**src/rtl/uart_tx_if.sv**
```systemverilog
// ----------------------------------------------------------------------------
// uart_tx_if
//
// Bundle of the signals between the UART transmit engine and its
// surroundings: the read side of the transmit FIFO, the enable input
// and the serial line / status outputs.
//
// Parameter:
//   WIDTH       data bits per FIFO word / per frame
//
// Signals:
//   tx_en       permits starting a new frame (sampled only while idle)
//   fifo_empty  FIFO empty flag
//   fifo_data   FIFO registered read data, valid the cycle after fifo_r_e
//   fifo_r_e    FIFO read enable, one-cycle pulse per frame
//   tx          serial line, idle high
//   busy        high from the FIFO fetch through the last stop bit
//   tx_done     one-cycle pulse after the final stop bit completes
//
// Modports:
//   master      transmit engine side (drives fifo_r_e, tx, busy, tx_done)
//   slave       environment side (drives tx_en, fifo_empty, fifo_data)
//
// Handshake: this is a pull interface, not valid/ready. The engine asserts
// fifo_r_e for exactly one cycle only while fifo_empty is low; the FIFO
// must present the popped word on fifo_data in the following cycle.
// ----------------------------------------------------------------------------
interface uart_tx_if #(
    parameter int WIDTH = 8
);
    logic             tx_en;
    logic             fifo_empty;
    logic [WIDTH-1:0] fifo_data;
    logic             fifo_r_e;
    logic             tx;
    logic             busy;
    logic             tx_done;

    modport master (
        input  tx_en,
        input  fifo_empty,
        input  fifo_data,
        output fifo_r_e,
        output tx,
        output busy,
        output tx_done
    );

    modport slave (
        output tx_en,
        output fifo_empty,
        output fifo_data,
        input  fifo_r_e,
        input  tx,
        input  busy,
        input  tx_done
    );
endinterface

```
**src/rtl/uart_tx.sv**
```systemverilog
// ----------------------------------------------------------------------------
// uart_tx
//
// Serial transmit engine of the 8-bit UART. Pops one word at a time from the
// transmit FIFO's registered read port and serializes it onto tx as a start
// bit, LSB-first data, an optional even-parity bit and one or two stop bits.
// Every serial bit is held for exactly CLKS_PER_BIT clock cycles.
//
// Parameters:
//   WIDTH         data bits per frame (must match the FIFO width)
//   CLKS_PER_BIT  clock cycles per serial bit, >= 2
//   STOP_BITS     number of stop bits, 1 or 2
//
// Ports:
//   clk           single clock, rising edge
//   rst           asynchronous, active-high reset
//   bus           uart_tx_if.master: tx_en, fifo_empty, fifo_data in;
//                 fifo_r_e, tx, busy, tx_done out (all outputs registered)
//   state_dbg     current FSM state, for observation only
//
// Build option:
//   UART_TX_PARITY_EN  when defined, a PARITY state carrying the XOR of all
//                      data bits is inserted between DATA and STOP. When
//                      undefined no parity logic exists at all.
//
// Sequence: IDLE -> FETCH -> LOAD -> START -> DATA -> [PARITY] -> STOP -> IDLE
// The start bit begins two clocks after the start condition is seen in IDLE.
// ----------------------------------------------------------------------------
module uart_tx #(
    parameter int WIDTH        = 8,
    parameter int CLKS_PER_BIT = 16,
    parameter int STOP_BITS    = 1
) (
    input  logic        clk,
    input  logic        rst,
    uart_tx_if.master   bus,
    output logic [2:0]  state_dbg
);

    localparam int CNT_W = $clog2(CLKS_PER_BIT);
    localparam int IDX_W = (WIDTH > 1) ? $clog2(WIDTH) : 1;

    localparam logic [CNT_W-1:0] CNT_LAST  = CNT_W'(CLKS_PER_BIT - 1);
    localparam logic [IDX_W-1:0] IDX_LAST  = IDX_W'(WIDTH - 1);
    localparam logic             STOP_LAST = 1'(STOP_BITS - 1);

    localparam logic [2:0] ST_IDLE   = 3'd0;
    localparam logic [2:0] ST_FETCH  = 3'd1;
    localparam logic [2:0] ST_LOAD   = 3'd2;
    localparam logic [2:0] ST_START  = 3'd3;
    localparam logic [2:0] ST_DATA   = 3'd4;
`ifdef UART_TX_PARITY_EN
    localparam logic [2:0] ST_PARITY = 3'd5;
`endif
    localparam logic [2:0] ST_STOP   = 3'd6;

    logic [2:0]       state_q,    state_d;
    logic [CNT_W-1:0] baud_cnt_q, baud_cnt_d;
    logic [IDX_W-1:0] bit_idx_q,  bit_idx_d;
    logic             stop_cnt_q, stop_cnt_d;
    logic [WIDTH-1:0] shift_q,    shift_d;
    logic             tx_q,       tx_d;
    logic             busy_q,     busy_d;
    logic             fifo_r_e_q, fifo_r_e_d;
    logic             tx_done_q,  tx_done_d;
`ifdef UART_TX_PARITY_EN
    logic             parity_q,   parity_d;
`endif

    // Last cycle of the current serial bit.
    logic bit_end;
    assign bit_end = (baud_cnt_q == CNT_LAST);

    always_comb begin
        state_d    = state_q;
        baud_cnt_d = baud_cnt_q;
        bit_idx_d  = bit_idx_q;
        stop_cnt_d = stop_cnt_q;
        shift_d    = shift_q;
        tx_d       = tx_q;
        busy_d     = busy_q;
        fifo_r_e_d = 1'b0;
        tx_done_d  = 1'b0;
`ifdef UART_TX_PARITY_EN
        parity_d   = parity_q;
`endif

        case (state_q)
            ST_IDLE: begin
                tx_d = 1'b1;
                if (bus.tx_en && !bus.fifo_empty) begin
                    fifo_r_e_d = 1'b1;
                    busy_d     = 1'b1;
                    state_d    = ST_FETCH;
                end
            end

            // The FIFO pops on this edge; its word is valid during LOAD.
            ST_FETCH: begin
                state_d = ST_LOAD;
            end

            ST_LOAD: begin
                shift_d    = bus.fifo_data;
`ifdef UART_TX_PARITY_EN
                parity_d   = ^bus.fifo_data;
`endif
                tx_d       = 1'b0;
                baud_cnt_d = '0;
                bit_idx_d  = '0;
                stop_cnt_d = 1'b0;
                state_d    = ST_START;
            end

            // tx is updated one cycle ahead of the bit it belongs to, so the
            // next bit value is loaded on the last cycle of the current one.
            ST_START: begin
                if (bit_end) begin
                    baud_cnt_d = '0;
                    tx_d       = shift_q[0];
                    shift_d    = shift_q >> 1;
                    state_d    = ST_DATA;
                end else begin
                    baud_cnt_d = baud_cnt_q + 1'b1;
                end
            end

            ST_DATA: begin
                if (bit_end) begin
                    baud_cnt_d = '0;
                    if (bit_idx_q == IDX_LAST) begin
`ifdef UART_TX_PARITY_EN
                        tx_d    = parity_q;
                        state_d = ST_PARITY;
`else
                        tx_d    = 1'b1;
                        state_d = ST_STOP;
`endif
                    end else begin
                        bit_idx_d = bit_idx_q + 1'b1;
                        tx_d      = shift_q[0];
                        shift_d   = shift_q >> 1;
                    end
                end else begin
                    baud_cnt_d = baud_cnt_q + 1'b1;
                end
            end

`ifdef UART_TX_PARITY_EN
            ST_PARITY: begin
                if (bit_end) begin
                    baud_cnt_d = '0;
                    tx_d       = 1'b1;
                    state_d    = ST_STOP;
                end else begin
                    baud_cnt_d = baud_cnt_q + 1'b1;
                end
            end
`endif

            // stop_cnt counts whole stop bits; tx stays high throughout.
            ST_STOP: begin
                tx_d = 1'b1;
                if (bit_end) begin
                    baud_cnt_d = '0;
                    if (stop_cnt_q == STOP_LAST) begin
                        stop_cnt_d = 1'b0;
                        tx_done_d  = 1'b1;
                        busy_d     = 1'b0;
                        state_d    = ST_IDLE;
                    end else begin
                        stop_cnt_d = stop_cnt_q + 1'b1;
                    end
                end else begin
                    baud_cnt_d = baud_cnt_q + 1'b1;
                end
            end

            default: begin
                tx_d       = 1'b1;
                busy_d     = 1'b0;
                baud_cnt_d = '0;
                state_d    = ST_IDLE;
            end
        endcase
    end

    // Reset is immediate: a frame in flight is abandoned and its word lost.
    always_ff @(posedge clk or posedge rst) begin
        if (rst) begin
            state_q    <= ST_IDLE;
            baud_cnt_q <= '0;
            bit_idx_q  <= '0;
            stop_cnt_q <= 1'b0;
            shift_q    <= '0;
            tx_q       <= 1'b1;
            busy_q     <= 1'b0;
            fifo_r_e_q <= 1'b0;
            tx_done_q  <= 1'b0;
`ifdef UART_TX_PARITY_EN
            parity_q   <= 1'b0;
`endif
        end else begin
            state_q    <= state_d;
            baud_cnt_q <= baud_cnt_d;
            bit_idx_q  <= bit_idx_d;
            stop_cnt_q <= stop_cnt_d;
            shift_q    <= shift_d;
            tx_q       <= tx_d;
            busy_q     <= busy_d;
            fifo_r_e_q <= fifo_r_e_d;
            tx_done_q  <= tx_done_d;
`ifdef UART_TX_PARITY_EN
            parity_q   <= parity_d;
`endif
        end
    end

    assign bus.tx       = tx_q;
    assign bus.busy     = busy_q;
    assign bus.fifo_r_e = fifo_r_e_q;
    assign bus.tx_done  = tx_done_q;
    assign state_dbg    = state_q;

endmodule

```
**src/flat_wrapper.sv**
```systemverilog
// flat-port wrapper written by rule: the top's interface ports become plain ports
module uart_tx_flat 
#(
    parameter int WIDTH        = 8,
    parameter int CLKS_PER_BIT = 16,
    parameter int STOP_BITS    = 1
)
  (clk, rst, state_dbg, bus_tx_en, bus_fifo_empty, bus_fifo_data, bus_fifo_r_e, bus_tx, bus_busy, bus_tx_done);
  uart_tx_if #(.WIDTH(WIDTH)) bus_i ();
  input  logic clk;
  input  logic rst;
  output logic [2:0] state_dbg;
  input wire logic [$bits(bus_i.tx_en)-1:0] bus_tx_en;
  input wire logic [$bits(bus_i.fifo_empty)-1:0] bus_fifo_empty;
  input wire logic [$bits(bus_i.fifo_data)-1:0] bus_fifo_data;
  output wire logic [$bits(bus_i.fifo_r_e)-1:0] bus_fifo_r_e;
  output wire logic [$bits(bus_i.tx)-1:0] bus_tx;
  output wire logic [$bits(bus_i.busy)-1:0] bus_busy;
  output wire logic [$bits(bus_i.tx_done)-1:0] bus_tx_done;
  assign bus_i.tx_en = bus_tx_en;
  assign bus_i.fifo_empty = bus_fifo_empty;
  assign bus_i.fifo_data = bus_fifo_data;
  assign bus_fifo_r_e = bus_i.fifo_r_e;
  assign bus_tx = bus_i.tx;
  assign bus_busy = bus_i.busy;
  assign bus_tx_done = bus_i.tx_done;
  uart_tx #(.WIDTH(WIDTH), .CLKS_PER_BIT(CLKS_PER_BIT), .STOP_BITS(STOP_BITS)) u_core (.clk(clk), .rst(rst), .bus(bus_i), .state_dbg(state_dbg));
endmodule
```
**config.mk**
```make
export PLATFORM = sky130hd
export DESIGN_NAME = uart_tx_flat
export DESIGN_NICKNAME = d
export VERILOG_FILES = /design/src/rtl/uart_tx_if.sv /design/src/rtl/uart_tx.sv /design/src/flat_wrapper.sv
export SDC_FILE = /design/constraint.sdc
export NUM_CORES = 1
export LEC_CHECK = 0
export ABC_AREA = 1
export BUFFER_PORTS_ARGS = -buffer_cell sky130_fd_sc_hd__clkbuf_2
export CAP_MARGIN = 20
export CORE_ASPECT_RATIO = 1.2
export CORE_UTILIZATION = 60
export DETAILED_ROUTE_END_ITERATION = 10
export PLACE_DENSITY = 0.84
export SYNTH_ARGS = -nofsm -noshare
export SYNTH_HDL_FRONTEND = slang
export SYNTH_SLANG_ARGS = --single-unit
export TNS_END_PERCENT = 100
```
**constraint.sdc**
```tcl
create_clock -name clk -period 2.1 [get_ports clk]
set_input_delay 0.63 -clock clk [delete_from_list [all_inputs] [get_ports clk]]
set_output_delay 0.63 -clock clk [all_outputs]
set_load 0.02 [all_outputs]
```
==> results of run 1 <==
## power groups by stage
stage,combinational (mW),clock (mW),sequential (mW)
CTS,1.00,0.206,0.742
global placement,0.957,0,0.742
finish,1.00,0.200,0.742
global route,1.15,0.224,0.768
floorplan,0.874,0,0.714
detailed placement,0.994,0,0.751
## worst paths after layout
| check | slack, ns | endpoint | start | cells past startpoint |
|---|---|---|---|---|
| min in group clk | 0.48 | u_core.bus.tx | u_core.bus.tx | 2 |
| setup / recovery | 0.24 | state_dbg[2] | u_core.state_dbg[2] | 1 |
| hold reg to reg | 0.48 | u_core.bus.tx | u_core.bus.tx | 2 |
| setup reg to reg | 0.54 | u_core.shift_q[6] | u_core.state_dbg[2] | 8 |
| max in group asynchronous | 1.51 | u_core.bus.tx | rst | 3 |
| hold / removal | 0.31 | u_core.bit_idx_q[2] | rst | 3 |
## cells in the final DEF (no fill, tap or decap)
| cell type | netlist | routed |
|---|---|---|
| inv_2 | 1 | 1 |
| o21ai_0 | 4 | 4 |
| clkbuf_1 | 0 | 1 |
| nor3_1 | 1 | 1 |
| o22ai_1 | 1 | 1 |
| nor2_8 | 1 | 1 |
| inv_1 | 9 | 9 |
| clkbuf_2 | 0 | 18 |
| clkbuf_4 | 0 | 3 |
| a21oi_4 | 1 | 1 |
| buf_4 | 0 | 1 |
| dfstp_2 | 1 | 1 |
| ha_1 | 3 | 3 |
| inv_4 | 2 | 2 |
| nand2_2 | 2 | 2 |
| nand3_1 | 24 | 24 |
| nor2_4 | 2 | 2 |
| nand2_4 | 3 | 3 |
| nand2_1 | 59 | 59 |
| dfrtp_1 | 21 | 21 |
| o21bai_1 | 2 | 2 |
| nor2_1 | 4 | 4 |
| nand3_4 | 2 | 2 |
| a21oi_1 | 2 | 2 |
| xor2_1 | 2 | 2 |
| a22o_1 | 2 | 2 |
| nand3_2 | 2 | 2 |
## cells by family (layout without fill, tap and decap cells)
group,count (synthesis),after routing
XOR/XNOR,2,2
flip-flops,22,22
adder cells (fa/ha/maj),3,3
AND/OR/NAND/NOR,100,100
buffers and inverters,16,35
AO/OA/AOI/OAI,12,12
## metrics by stage
step	cell area [sq um]	util
2_1_floorplan	1290	-
3_3_place_gp	1380	0.675
3_5_place_dp	1380	0.675
4_1_cts	1410	0.687
5_1_grt	1410	0.687
6_report	1410	0.687
## layout make-up
type | instances | area [sq um]
Clock buffer | 4 | 26.3
Fill cell | 160 | 641
Inverter | 12 | 50.0
Multi-Input combinational cell | 117 | 646
Sequential cell | 22 | 552
Tap cell | 30 | 37.5
Timing Repair Buffer | 19 | 97.6
## routing by layer
metal / track usage / routed length, um / vias to the layer above
met4: 0.146 / 79 / 0
li1: - / - / 545
met3: 0.0276 / 94 / 11
met1: 0.320 / 1070 / 537
met2: 0.412 / 1250 / 38
met5: 0 / 0 / -
## registers in the layout, summed over array words and instances, names as in the netlist
| signal | cells |
|---|---|
| u_core.state_dbg | 3 |
| u_core.bus.busy | 1 |
| u_core.baud_cnt_q | 4 |
| u_core.bus.tx | 1 |
| u_core.bit_idx_q | 3 |
| u_core.shift_q | 8 |
| u_core.bus.fifo_r_e | 1 |
| u_core.bus.tx_done | 1 |
==> results.toml, run 1 <==
[status]
status = "completed"

[global_route]
grt_pass1_wl_um = 4390
antenna_found_initial = 0
grt_max_degree = 23
grt.total_usage = 0.253
first_global_vias = 1048
grt_overflow = 0

[timing]
period_needed_ns = 1.86
hold_viol = 0
setup_slack_ns = 0.238
relSlewSlack = 0.682
setup_violations = 0
slew_viol_final = 0
holdWs_ns = 0.305
setup_tns_ns = 0
fin_worst_skew_ns = 0.0131
worst_pin_slew_ns = 0.477
timing.fmax_mhz = 537
grt_setup_unrepaired = "no"
period_share = 0.887

[placement]
dpl.cell_count = 200
dp_slack_ns = 0.571
gp_congestion = 0.854
dp_hpwl_um = 1870
port_buffers = 18

[yosys]
synth_nets = 170
synth_edf_count = 0
synth_ff_type = "dfrtp_1"
syn_area_sq_um = 1290
synth_area_leaders = "dfrtp_1 41%, nand2_1 17%, nand3_1 9.3%"
synth_common_cells = "59 x nand2_1, 24 x nand3_1, 21 x dfrtp_1"
synth_top_family_by_area = "simple AND/OR/NAND/NOR gates"
yosys.area_share.simple = 0.391
async_reset_ff_frac = 1.00
post_synth_num_cell_types = 24
ys_ff_latch = 22
synth_compound_area_frac = 0.0658
synth.top_cell.area_share = 0.407
synth_xor_area_frac = 0.0136
syn_inst = 155
synthMuxAreaShare = 0
yosysTopAreaCell = "dfrtp_1"
syn_avg_cell_area_sq_um = 8.34
synth.most_common_cell = "nand2_1"
yosysWarnings = 0
yosysSeqAreaShare = 0.427
synth-adder-area-share = 0.0290

[floorplanning]
start_util = 0.631
fp.dieH_um = 52.8
coreArea_sq_um = 2050
pin_count = 19
dieWidth_um = 44.4
die_area_sq_um = 2340
core.rowCount = 18

[critical_path]
worst-path-max-fanout = 10
arrival_ns = 1.23
critPathKind = "reg -> out"
endpoint_kind = "output pin"
required_ns = 1.47
cp_top_family = "flip-flops"
slowest_delay_ns = 0.66
path_buf_inv = 1
startpoint_type = "flip-flop"
cp_cell_sequence = "clkbuf_2"
crit_slowest_cell = "dfrtp_1"

[clock_tree]
clkTransAtPathRegs_ns = 0.13
cts-root-buf = "clkbuf_4"
h-tree-depth = 1
post_cts_buffers = 0
clockBufferDepth = 2
clock_latency_ns = 0.31
cts_hold_buf = 0
cts_tree = "done"
cts_sinks = 22
ctsResizeCount = 0
cts_buffers = 3

[detailed_routing]
drc = 0
wl_per_cell_um = 12.3
first_iter_violations = 32
drt_first_pass_iters = 5
vias = 1131
viasPerCell = 5.54
ant_nets = 0
drt-total-wl_um = 2500

[flow_run]
max_cap_viol_count = 0

[min_path]
hp-class = "in -> async"

[power]
max-vdd-ir-drop_mv = 0.686
p_switching_mw = 0.939
swShare = 0.483
fin_total_pwr_mw = 1.95
power.density_nw_per_um2 = 1380
power_frac_comb = 0.516
internal_power_mw = 1.01
p_leak_nw = 0.808
p_seq_frac = 0.381
p_clk_frac = 0.103

[finish]
n_antenna_cell = 0
nets = 190
final_cell_count_no_fill = 204
drive_gt1_frac = 0.224
area_growth_pct = 9.00
Power figures use the tool's default switching activity.
==> run 2: changes to the inputs <==
--- a/config.mk
+++ b/config.mk
@@ -12,6 +12,7 @@
 export CORE_UTILIZATION = 60
 export DETAILED_ROUTE_END_ITERATION = 10
 export PLACE_DENSITY = 0.84
+export RECOVER_POWER = 25
 export SYNTH_ARGS = -nofsm -noshare
 export SYNTH_HDL_FRONTEND = slang
 export SYNTH_SLANG_ARGS = --single-unit
==> run 2 against run 1 <==
Compared with the run above: sequential power barely moved; die area unchanged; worst setup slack better by 0.0086 ns; non-clock buffer count stayed put; final cell count unchanged; clock-buffer cell count did not move; highest routed layer unchanged; core utilization decreased by 0.18 points; register-to-register slack barely moved.
==> results.toml, run 2 (same netlist as run 1, synthesis figures left out) <==
[timing]
slew_viol_final = 0
grt_setup_unrepaired = "no"
setup_violations = 0
period_share = 0.883
timing.fmax_mhz = 539
period_needed_ns = 1.85
setup_tns_ns = 0
worst_pin_slew_ns = 1.17
hold_viol = 0
fin_worst_skew_ns = 0.00658
relSlewSlack = 0.221

[finish]
area_growth_pct = 8.71
reg_top3 = "u_core.shift_q (8), u_core.baud_cnt_q (4)"
nets = 190
top_register = "u_core.shift_q"
largest_reg_flops = 8
drive_gt1_frac = 0.218
layout_common_cells = "59 x nand2_1, 24 x nand3_1, 21 x dfrtp_1"
final_common_cell = "nand2_1"
n_antenna_cell = 0
fin_util = 0.686

[clock_tree]
clockBufferDepth = 2
cts-root-buf = "clkbuf_4"
post_cts_buffers = 0
ctsResizeCount = 0
clock_latency_ns = 0.31
cts_buffers = 3
cts_hold_buf = 0
clkTransAtPathRegs_ns = 0.12
h-tree-depth = 1
cts_tree = "done"
cts_sinks = 22

[detailed_routing]
drt-total-wl_um = 2510
ant_nets = 0
wl_per_cell_um = 12.3
vias = 1104
viasPerCell = 5.41
drc = 0
drt_first_pass_iters = 4
first_iter_violations = 30

[critical_path]
cp_top_family = "flip-flops"
startpoint_type = "flip-flop"
path_buf_inv = 1
slowest_delay_ns = 0.66
worst-path-max-fanout = 8
critPathKind = "reg -> out"
endpoint_kind = "output pin"
required_ns = 1.47
crit_slowest_cell = "dfrtp_1"
cp_cell_sequence = "clkbuf_2"
arrival_ns = 1.22

[floorplanning]
die_area_sq_um = 2340
coreArea_sq_um = 2050
pin_count = 19
start_util = 0.631
fp.dieH_um = 52.8
core.rowCount = 18
dieWidth_um = 44.4

[power]
p_clk_frac = 0.103
p_leak_nw = 0.804
power.density_nw_per_um2 = 1390
internal_power_mw = 1.01
power_frac_comb = 0.516
p_seq_frac = 0.381
p_switching_mw = 0.945
swShare = 0.485
max-vdd-ir-drop_mv = 0.693

[placement]
gp_congestion = 0.854
dp_hpwl_um = 1870
port_buffers = 18

[global_route]
grt_pass1_wl_um = 4390
antenna_found_initial = 0
grt.total_usage = 0.253
grt_max_degree = 23
grt_overflow = 0
first_global_vias = 1048

[status]
status = "completed"

[min_path]
hp-class = "reg -> reg"

[flow_run]
max_cap_viol_count = 0
## run 2: area by class of cell
| type | instances | area [sq um] |
|---|---|---|
| Multi-Input combinational cell | 117 | 646 |
| Fill cell | 160 | 644 |
| Sequential cell | 22 | 552 |
| Timing Repair Buffer | 19 | 93.8 |
| Inverter | 12 | 50.0 |
| Tap cell | 30 | 37.5 |
| Clock buffer | 4 | 26.3 |
## run 2: final timing paths
check | slack (ns) | cells after the start | start | end
setup / recovery | 0.25 | 1 | u_core.state_dbg[0] | state_dbg[0]
hold / removal | 0.48 | 2 | u_core.bus.tx | u_core.bus.tx
setup reg to reg | 0.54 | 8 | u_core.state_dbg[0] | u_core.shift_q[6]
hold reg to reg | 0.48 | 2 | u_core.bus.tx | u_core.bus.tx
max in group asynchronous | 0.75 | 3 | rst | u_core.shift_q[0]
min in group asynchronous | 0.65 | 3 | rst | u_core.bit_idx_q[2]
## run 2: metal layers
layer | wire, um | global-route usage
met1 | 1060 | 0.320
met2 | 1270 | 0.412
met3 | 115 | 0.0276
met4 | 57 | 0.146
met5 | 0 | 0
## run 2: power by group through the flow
stage	registers (mW)	clock network [mW]	logic [mW]
2_1_floorplan	0.714	0	0.874
3_3_place_gp	0.742	0	0.957
3_5_place_dp	0.751	0	0.994
4_1_cts	0.742	0.206	1.00
5_1_grt	0.768	0.224	1.15
6_report	0.743	0.200	1.01
## run 2: metrics by stage
stage / power [mW] / std cells / instance area (sq um) / hold WS [ns] / setup slack, ns
2_1_floorplan: 1.59 / 155 / 1290 / 0.442 / 0.756
3_3_place_gp: 1.70 / 200 / 1380 / 0.467 / 0.622
3_5_place_dp: 1.74 / 200 / 1380 / 0.468 / 0.571
4_1_cts: 1.95 / 204 / 1410 / 0.314 / 0.239
5_1_grt: 2.14 / 204 / 1410 / 0.516 / 0.191
6_report: 1.95 / 204 / 1410 / 0.482 / 0.246
